**src/rtl/alu_exec_if.sv**
```systemverilog
// Bus between a requester and the alu_exec unit: request fields plus registered results.
interface alu_exec_if #(
   parameter int unsigned WIDTH = 24
);
   logic             start;
   logic [3:0]       alu_contr;
   logic [WIDTH-1:0] a;
   logic [WIDTH-1:0] b;
   logic [WIDTH-1:0] result;
   logic [WIDTH-1:0] result_hi;
   logic             zero;
   logic             overflow;
   logic             illegal;
   logic             busy;
   logic             done;

   modport master (
      output start, alu_contr, a, b,
      input  result, result_hi, zero, overflow, illegal, busy, done
   );

   modport slave (
      input  start, alu_contr, a, b,
      output result, result_hi, zero, overflow, illegal, busy, done
   );
endinterface

```
**src/rtl/alu_exec.sv**
```systemverilog
// alu_exec: single-issue ALU with a one-cycle datapath and an optional
// iterative shift-add multiplier. Define ALU_MUL_EN to build the multiplier;
// without it, code 0100 is reported as illegal.
module alu_exec #(
   parameter int unsigned WIDTH = 24
) (
   input  logic      clk,
   input  logic      rst,
   alu_exec_if.slave bus
);

   localparam int unsigned CNT_W = (WIDTH > 1) ? $clog2(WIDTH) : 1;
   localparam int unsigned MSB   = WIDTH - 1;

   localparam logic [3:0] OP_AND = 4'b0000;
   localparam logic [3:0] OP_OR  = 4'b0001;
   localparam logic [3:0] OP_ADD = 4'b0010;
   localparam logic [3:0] OP_SUB = 4'b1010;
   localparam logic [3:0] OP_SLT = 4'b0011;
   localparam logic [3:0] OP_XOR = 4'b0101;
   localparam logic [3:0] OP_SLL = 4'b0110;
`ifdef ALU_MUL_EN
   localparam logic [3:0] OP_MUL = 4'b0100;
`endif

   typedef enum logic [1:0] {S_IDLE, S_MUL, S_DONE} state_t;

   state_t           state, state_nxt;
   logic [WIDTH-1:0] result_q, result_nxt;
   logic [WIDTH-1:0] result_hi_q, result_hi_nxt;
   logic             zero_q, zero_nxt;
   logic             overflow_q, overflow_nxt;
   logic             illegal_q, illegal_nxt;
   logic             busy_q, done_q;

   logic [WIDTH-1:0] alu_res, sum, diff;
   logic             alu_ovf, alu_ill;

`ifdef ALU_MUL_EN
   logic [2*WIDTH-1:0] acc, acc_nxt, acc_step;
   logic [WIDTH-1:0]   mcand, mcand_nxt, mplier, mplier_nxt;
   logic [CNT_W-1:0]   cnt, cnt_nxt;
   logic [WIDTH:0]     partial;
`endif

   assign bus.result    = result_q;
   assign bus.result_hi = result_hi_q;
   assign bus.zero      = zero_q;
   assign bus.overflow  = overflow_q;
   assign bus.illegal   = illegal_q;
   assign bus.busy      = busy_q;
   assign bus.done      = done_q;

   // Single-cycle datapath evaluated from the live request fields.
   always_comb begin
      alu_res = '0;
      alu_ovf = 1'b0;
      alu_ill = 1'b0;
      sum     = bus.a + bus.b;
      diff    = bus.a - bus.b;
      case (bus.alu_contr)
         OP_AND: alu_res = bus.a & bus.b;
         OP_OR:  alu_res = bus.a | bus.b;
         OP_XOR: alu_res = bus.a ^ bus.b;
         OP_ADD: begin
            alu_res = sum;
            alu_ovf = (bus.a[MSB] == bus.b[MSB]) && (sum[MSB] != bus.a[MSB]);
         end
         OP_SUB: begin
            alu_res = diff;
            alu_ovf = (bus.a[MSB] != bus.b[MSB]) && (diff[MSB] != bus.a[MSB]);
         end
         OP_SLT: alu_res = WIDTH'($signed(bus.a) < $signed(bus.b));
         OP_SLL: alu_res = (32'(bus.b[4:0]) >= WIDTH) ? '0 : (bus.a << bus.b[4:0]);
         default: alu_ill = 1'b1;
      endcase
   end

   // Next-state and next-output logic; results only change on a load.
   always_comb begin
      state_nxt     = state;
      result_nxt    = result_q;
      result_hi_nxt = result_hi_q;
      zero_nxt      = zero_q;
      overflow_nxt  = overflow_q;
      illegal_nxt   = illegal_q;
`ifdef ALU_MUL_EN
      acc_nxt    = acc;
      mcand_nxt  = mcand;
      mplier_nxt = mplier;
      cnt_nxt    = cnt;
      partial    = {1'b0, acc[2*WIDTH-1:WIDTH]} + (mplier[0] ? {1'b0, mcand} : '0);
      acc_step   = {partial, acc[WIDTH-1:1]};
`endif
      case (state)
         S_IDLE: begin
            if (bus.start) begin
`ifdef ALU_MUL_EN
               if (bus.alu_contr == OP_MUL) begin
                  mcand_nxt  = bus.a;
                  mplier_nxt = bus.b;
                  acc_nxt    = '0;
                  cnt_nxt    = '0;
                  state_nxt  = S_MUL;
               end else
`endif
               begin
                  result_nxt    = alu_res;
                  result_hi_nxt = '0;
                  zero_nxt      = (alu_res == '0);
                  overflow_nxt  = alu_ovf;
                  illegal_nxt   = alu_ill;
                  state_nxt     = S_DONE;
               end
            end
         end
`ifdef ALU_MUL_EN
         S_MUL: begin
            acc_nxt    = acc_step;
            mplier_nxt = mplier >> 1;
            cnt_nxt    = CNT_W'(cnt + 1'b1);
            if (cnt == CNT_W'(WIDTH - 1)) begin
               result_nxt    = acc_step[WIDTH-1:0];
               result_hi_nxt = acc_step[2*WIDTH-1:WIDTH];
               zero_nxt      = (acc_step[WIDTH-1:0] == '0);
               overflow_nxt  = 1'b0;
               illegal_nxt   = 1'b0;
               state_nxt     = S_DONE;
            end
         end
`endif
         S_DONE:  state_nxt = S_IDLE;
         default: state_nxt = S_IDLE;
      endcase
   end

   // State and output registers; reset discards any in-flight operation.
   always_ff @(posedge clk or posedge rst) begin
      if (rst) begin
         state       <= S_IDLE;
         result_q    <= '0;
         result_hi_q <= '0;
         zero_q      <= 1'b0;
         overflow_q  <= 1'b0;
         illegal_q   <= 1'b0;
         busy_q      <= 1'b0;
         done_q      <= 1'b0;
`ifdef ALU_MUL_EN
         acc         <= '0;
         mcand       <= '0;
         mplier      <= '0;
         cnt         <= '0;
`endif
      end else begin
         state       <= state_nxt;
         result_q    <= result_nxt;
         result_hi_q <= result_hi_nxt;
         zero_q      <= zero_nxt;
         overflow_q  <= overflow_nxt;
         illegal_q   <= illegal_nxt;
         busy_q      <= (state_nxt != S_IDLE);
         done_q      <= (state_nxt == S_DONE);
`ifdef ALU_MUL_EN
         acc         <= acc_nxt;
         mcand       <= mcand_nxt;
         mplier      <= mplier_nxt;
         cnt         <= cnt_nxt;
`endif
      end
   end

endmodule

```
**src/flat_wrapper.sv**
```systemverilog
// flat-port wrapper written by rule: the top's interface ports become plain ports
module alu_exec_flat 
#(
   parameter int unsigned WIDTH = 24
)
  (clk, rst, bus_start, bus_alu_contr, bus_a, bus_b, bus_result, bus_result_hi, bus_zero, bus_overflow, bus_illegal, bus_busy, bus_done);
  alu_exec_if #(.WIDTH(WIDTH)) bus_i ();
  input  logic clk;
  input  logic rst;
  input wire logic [$bits(bus_i.start)-1:0] bus_start;
  input wire logic [$bits(bus_i.alu_contr)-1:0] bus_alu_contr;
  input wire logic [$bits(bus_i.a)-1:0] bus_a;
  input wire logic [$bits(bus_i.b)-1:0] bus_b;
  output wire logic [$bits(bus_i.result)-1:0] bus_result;
  output wire logic [$bits(bus_i.result_hi)-1:0] bus_result_hi;
  output wire logic [$bits(bus_i.zero)-1:0] bus_zero;
  output wire logic [$bits(bus_i.overflow)-1:0] bus_overflow;
  output wire logic [$bits(bus_i.illegal)-1:0] bus_illegal;
  output wire logic [$bits(bus_i.busy)-1:0] bus_busy;
  output wire logic [$bits(bus_i.done)-1:0] bus_done;
  assign bus_i.start = bus_start;
  assign bus_i.alu_contr = bus_alu_contr;
  assign bus_i.a = bus_a;
  assign bus_i.b = bus_b;
  assign bus_result = bus_i.result;
  assign bus_result_hi = bus_i.result_hi;
  assign bus_zero = bus_i.zero;
  assign bus_overflow = bus_i.overflow;
  assign bus_illegal = bus_i.illegal;
  assign bus_busy = bus_i.busy;
  assign bus_done = bus_i.done;
  alu_exec #(.WIDTH(WIDTH)) u_core (.clk(clk), .rst(rst), .bus(bus_i));
endmodule
```
**config.mk**
```make
export PLATFORM = sky130hd
export DESIGN_NAME = alu_exec_flat
export DESIGN_NICKNAME = d
export VERILOG_FILES = /design/src/rtl/alu_exec_if.sv /design/src/rtl/alu_exec.sv /design/src/flat_wrapper.sv
export SDC_FILE = /design/constraint.sdc
export NUM_CORES = 1
export LEC_CHECK = 0
export CAP_MARGIN = 15
export CORE_UTILIZATION = 60
export DETAILED_ROUTE_END_ITERATION = 7
export PLACE_DENSITY_LB_ADDON = 0.12
export SYNTH_ARGS = -nofsm -noshare
export SYNTH_HDL_FRONTEND = slang
export SYNTH_SLANG_ARGS = --single-unit
```
**constraint.sdc**
```tcl
create_clock -name clk -period 3.64 [get_ports clk]
set_clock_uncertainty 0.1 [all_clocks]
set_input_delay 0.728 -clock clk [delete_from_list [all_inputs] [get_ports clk]]
set_output_delay 0.728 -clock clk [all_outputs]
set_load 0.01 [all_outputs]
```
==> results of run 1 <==
per-stage QoR:
| stage | hold slack (ns) | cells | worst slack (ns) | util |
|---|---|---|---|---|
| 2_1_floorplan | 0.414 | 907 | 0.000705 | - |
| 3_3_place_gp | 0.360 | 1337 | -0.742 | 0.908 |
| 3_5_place_dp | 0.382 | 1337 | -0.795 | 0.908 |
Yosys cell counts, types with 10 or more instances:
cell | n | area share
a21o_1 | 10 | 0.011
a21oi_1 | 74 | 0.057
a221oi_1 | 12 | 0.016
a31oi_1 | 10 | 0.0096
buf_4 | 24 | 0.028
clkbuf_1 | 43 | 0.025
dfrtp_1 | 31 | 0.12
ha_1 | 77 | 0.15
inv_1 | 69 | 0.040
mux2i_1 | 23 | 0.035
mux4_2 | 16 | 0.055
nand2_1 | 87 | 0.050
nand2b_1 | 10 | 0.0096
nand3_1 | 18 | 0.014
nand4_1 | 10 | 0.0096
nor2_1 | 79 | 0.045
nor3_1 | 16 | 0.012
o211ai_1 | 25 | 0.029
o21ai_0 | 45 | 0.034
o221ai_1 | 13 | 0.017
o31ai_1 | 14 | 0.016
logic make-up after synthesis:
| family | after synthesis | share of synthesized area |
|---|---|---|
| adder cells (fa/ha/maj) | 79 | 0.154 |
| other | 1 | 0.000574 |
| AO/OA/AOI/OAI | 302 | 0.321 |
| AND/OR/NAND/NOR | 258 | 0.182 |
| multiplexers | 51 | 0.111 |
| buffers and inverters | 156 | 0.106 |
| flip-flops | 31 | 0.119 |
| XOR/XNOR | 5 | 0.00671 |
==> metrics.md, run 1 <==
| Metric | Value |
|---|---|
| Yosys reg bits | `31` |
| Halt Reason | `[ERROR DPL-0038] Utilization greater than 100%, impossible to legalize` |
| Row count | `37` |
| Postcts setup bufs | `25` |
| IO Port Bufs | `83` |
| # clock sinks | `31` |
| Cells after Synth | `883` |
| EDFF count, synth | `0` |
| # IOs | `between 100 and 150` |
| H-Tree Level Count | `2` |
| Last stage | `4_1_cts` |
| Status | `did not finish` |
| Chip height | `106 um` |
| Asr flop ratio synth | `1.00` |
| Warnings from Yosys | `0` |
| Die width | `106 um` |
| Mapped Area | `~6500 um^2` |
| Clock root buffer | `clkbuf_8` |
| Syn Area/Cell | `7.39 um^2` |
| Distinct cell type count after synthesis | `80` |
| TritonCTS buffer count | `5` |
| Placer Congestion | `1.18` |
| Cts hold-fix bufs | `0` |
| Dpl cell area | `9460 um^2` |
| CTS max path bufs | `2` |
| Top_reg_cell synth | `dfrtp_1` |
| Sequential share of the synthesized area | `0.119` |
| Initial Util | `0.627` |
| PostCTS Resize Cnt | `209` |
| Dpl hpwl | `25400 um` |
==> run 2, diff against run 1 <==
--- a/config.mk
+++ b/config.mk
@@ -6,9 +6,9 @@
 export NUM_CORES = 1
 export LEC_CHECK = 0
 export CAP_MARGIN = 15
-export CORE_UTILIZATION = 60
+export CORE_UTILIZATION = 40
 export DETAILED_ROUTE_END_ITERATION = 7
-export PLACE_DENSITY_LB_ADDON = 0.12
+export PLACE_DENSITY_LB_ADDON = 0.15
 export SYNTH_ARGS = -nofsm -noshare
 export SYNTH_HDL_FRONTEND = slang
 export SYNTH_SLANG_ARGS = --single-unit
==> run 2 against run 1 <==
Effect of this change: the flow now finishes, with violations (setup timing); area after synthesis stayed put; synthesized cell count stayed put.
==> metrics.md, run 2 <==
| Metric | Value |
|---|---|
| Worst Hold Endpoint | `u_core.bus.result[17]` |
| Clock root buffer | `clkbuf_16 (was clkbuf_8)` |
| Max-Cap Viols | `0` |
| EDFF count, synth | `0 (unchanged)` |
| Initial Util | `0.411 (was 0.627)` |
| VDD IR max | `0.227 mV` |
| Area grow syn2layout | `61.8%` |
| Detail Route Antenna Nets | `0` |
| Sequential share of the synthesized area | `0.119 (unchanged)` |
| Setup_tns | `-0.0609 ns` |
| CTS max path bufs | `2 (unchanged)` |
| Mapped Area | `6530 um^2 (unchanged)` |
| WL final | `29100 um` |
| Distinct cell type count after synthesis | `80 (unchanged)` |
| Power per cell area | `234 nW/um^2` |
| Synth top cells by count | `nand2_1, nor2_1, ha_1, a21oi_1, inv_1 (unchanged)` |
| Dpl cell area | `9760 um^2 (was 9460 um^2)` |
| Worst skew pair latency | `0.27 ns` |
| Rel. slew slack | `0.495` |
| Core area | `about 16000 um^2` |
| GRT Total Usage | `0.347` |
| Final WS setup | `-0.0609 ns` |
| CTS tree | `yes` |
| Initial antenna violation count | `0` |
| Most common cell in the netlist | `nand2_1 (unchanged)` |
| # clock sinks | `31 (unchanged)` |
| Largest net degree at the start of global routing | `45` |
| Clk slew on worst S/H paths | `0.05 ns` |
| Violated checks | `setup timing` |
| Final worst-path cycle share | `1.02` |
| Chip height | `130 um (was 106 um)` |
| CP Launch Type | `primary input` |
| Syn Area/Cell | `7.39 um^2 (unchanged)` |
| Final Hold Vio Count | `0` |
| Max reg flops | `24` |
| Max-slew violation count | `0` |
| Nets | `1384` |
| Dpl hpwl | `23600 um (was 25400 um)` |
| IO Port Bufs | `83 (unchanged)` |
| Yosys reg bits | `31 (unchanged)` |
| Warnings from Yosys | `0 (unchanged)` |
| Placer Congestion | `1.00 (was 1.18)` |
| Worst EP required | `approximately 3.7 ns` |
| Tmin final | `3.70 ns` |
| Reg2Reg Launch Point | `u_core.state[0]` |
| Row count | `46 (was 37)` |
| Max Clk Rate | `~0.27 GHz` |
| Top_reg_cell synth | `dfrtp_1 (unchanged)` |
| Die width | `130 um (was 106 um)` |
| R2R Setup Slk | `1.13 ns` |
| Cells after Synth | `883 (unchanged)` |
| Die area | `about 17000 um^2` |
| Reg2reg path depth | `9` |
| Most frequent cells in the layout | `buf_4, nand2_1, nor2_1, a21oi_1, clkdlybuf4s50_1` |
| Avg WL per Cell | `19.9 um` |
| H-Tree Level Count | `2 (unchanged)` |
| Largest cells by area after synthesis | `ha_1, dfrtp_1, a21oi_1, mux4_2, nand2_1 (unchanged)` |
| Status | `finished, violations left (was did not finish)` |
| Min-delay src | `u_core.bus.result[17]` |
| Commonest non-fill, non-tap cell in the layout | `buf_4` |
| Asr flop ratio synth | `1.00 (unchanged)` |
| Global-route wire length before repair | `44300 um` |
| WP data arrival | `3.79 ns` |
| Final Instance Count excl. Fillers | `1466` |
| # IOs | `108 (unchanged)` |
| Routed vias/inst | `5.78` |
| Layout cells sized above 1 | `0.382` |
| Total gr overflow | `0` |
| Place WS | `-0.916 ns (was -0.795 ns)` |
| Design Area, Final | `10600 um^2` |
| Post-route DRC violation count | `0` |
| Worst-Margin Slew | `0.752 ns` |
| Dpl cells | `1444 (was 1337)` |
| Setup violations, final | `1` |
| Drt first pass iters | `5` |
| Initial DRC count | `862` |
| TritonCTS buffer count | `5 (unchanged)` |
| Tot Pwr | `2470 uW` |
| Synth area leader | `ha_1 (unchanged)` |
| Crit path from | `bus_a[0]` |
| Vias | `8471` |
| Min-Delay Path Class | `reg2reg` |
| Post-synth top area share | `0.148 (unchanged)` |
| Hold Crit Depth | `2` |
| RR Endpoint | `u_core.bus.zero` |
| Leakage power | `about 0.0050 uW` |
| Diodes inserted | `0` |
| Cts hold-fix bufs | `0 (unchanged)` |
| CP endpoint kind | `flop` |
| Vias in the first global route | `7957` |
| CP max FO | `5` |
| RSZ-0062 raised after global routing | `true` |
| Kind of critical path | `in2reg` |
## run 2: cell counts after synthesis
No cell type changed its count.
## run 2: logic make-up (layout without fill, tap and decap cells)
group / count (synthesis) / after routing / share of synthesized area
AOI/OAI and AO/OA: 302 / 302 / 0.321
and+or+nand+nor: 258 / 258 / 0.182
buffers and inverters: 156 / 499 / 0.106
adders and majority gates: 79 / 79 / 0.154
muxes: 51 / 51 / 0.111
DFF: 31 / 31 / 0.119
xor gates and xnor gates: 5 / 5 / 0.00671
other: 1 / 25 / 0.000574
## run 2: repair_timing
action,CTS,global route
gates cloned,0,1
setup buffers,9,6
pin swaps,29,25
gates resized for setup,96,49
endpoints found under the setup margin,14,7
## run 2: final cells by class
| cell class | count | area [um^2] |
|---|---|---|
| clock buffers | 6 | 139 |
| fillers | 1460 | 5320 |
| repair buffers | 416 | 3350 |
| clock inverters | 1 | 5.00 |
| well taps | 216 | 270 |
| flip-flops and latches | 31 | 776 |
| inverters | 76 | 290 |
| multi-input cells | 720 | 5730 |
## run 2: how the worst max path moves through the flow
stage / to / slack (ns) / cells past startpoint
floorplan: u_core.bus.zero / 0.0007 / 15
global placement: u_core.bus.zero / -0.93 / 14
detailed placement: u_core.bus.zero / -0.92 / 14
CTS: u_core.bus.zero / -0.04 / 14
global route: u_core.bus.zero / -0.13 / 17
finish: u_core.bus.zero / -0.06 / 14
## run 2: critical path, stage by stage
cell	delay, ns
buf_6	0.09
buf_6	0.11
ha_4	0.15
fa_2	0.36
a21o_1	0.22
a221o_1	0.42
o2111a_2	0.33
o21a_1	0.19
o2111a_1	0.27
nor3_2	0.20
a2bb2oi_2	0.11
nor4b_2	0.23
nand4_1	0.18
o31ai_2	0.20
## run 2: through the flow
| stage | utilization | hold slack (ns) |
|---|---|---|
| 6_report | 0.665 | 0.367 |
| 5_1_grt | 0.665 | 0.401 |
| 4_1_cts | 0.647 | 0.374 |
| 3_5_place_dp | 0.614 | 0.362 |
| 3_3_place_gp | 0.614 | 0.359 |
| 2_1_floorplan | - | 0.414 |
## run 2: per-layer routing
metal / up-vias / wire [um] / track usage
li1: 3952 / - / -
met1: 3991 / 12600 / 0.472
met2: 460 / 13100 / 0.558
met3: 68 / 2360 / 0.0426
met4: 0 / 1050 / 0.139
met5: - / 0 / 0
## run 2: power by group
| group | switching [uW] | internal [uW] |
|---|---|---|
| clock | 129 | 265 |
| combinational | 830 | 818 |
| sequential | 28.7 | 400 |
No activity file was read; power rests on OpenSTA's default activity.
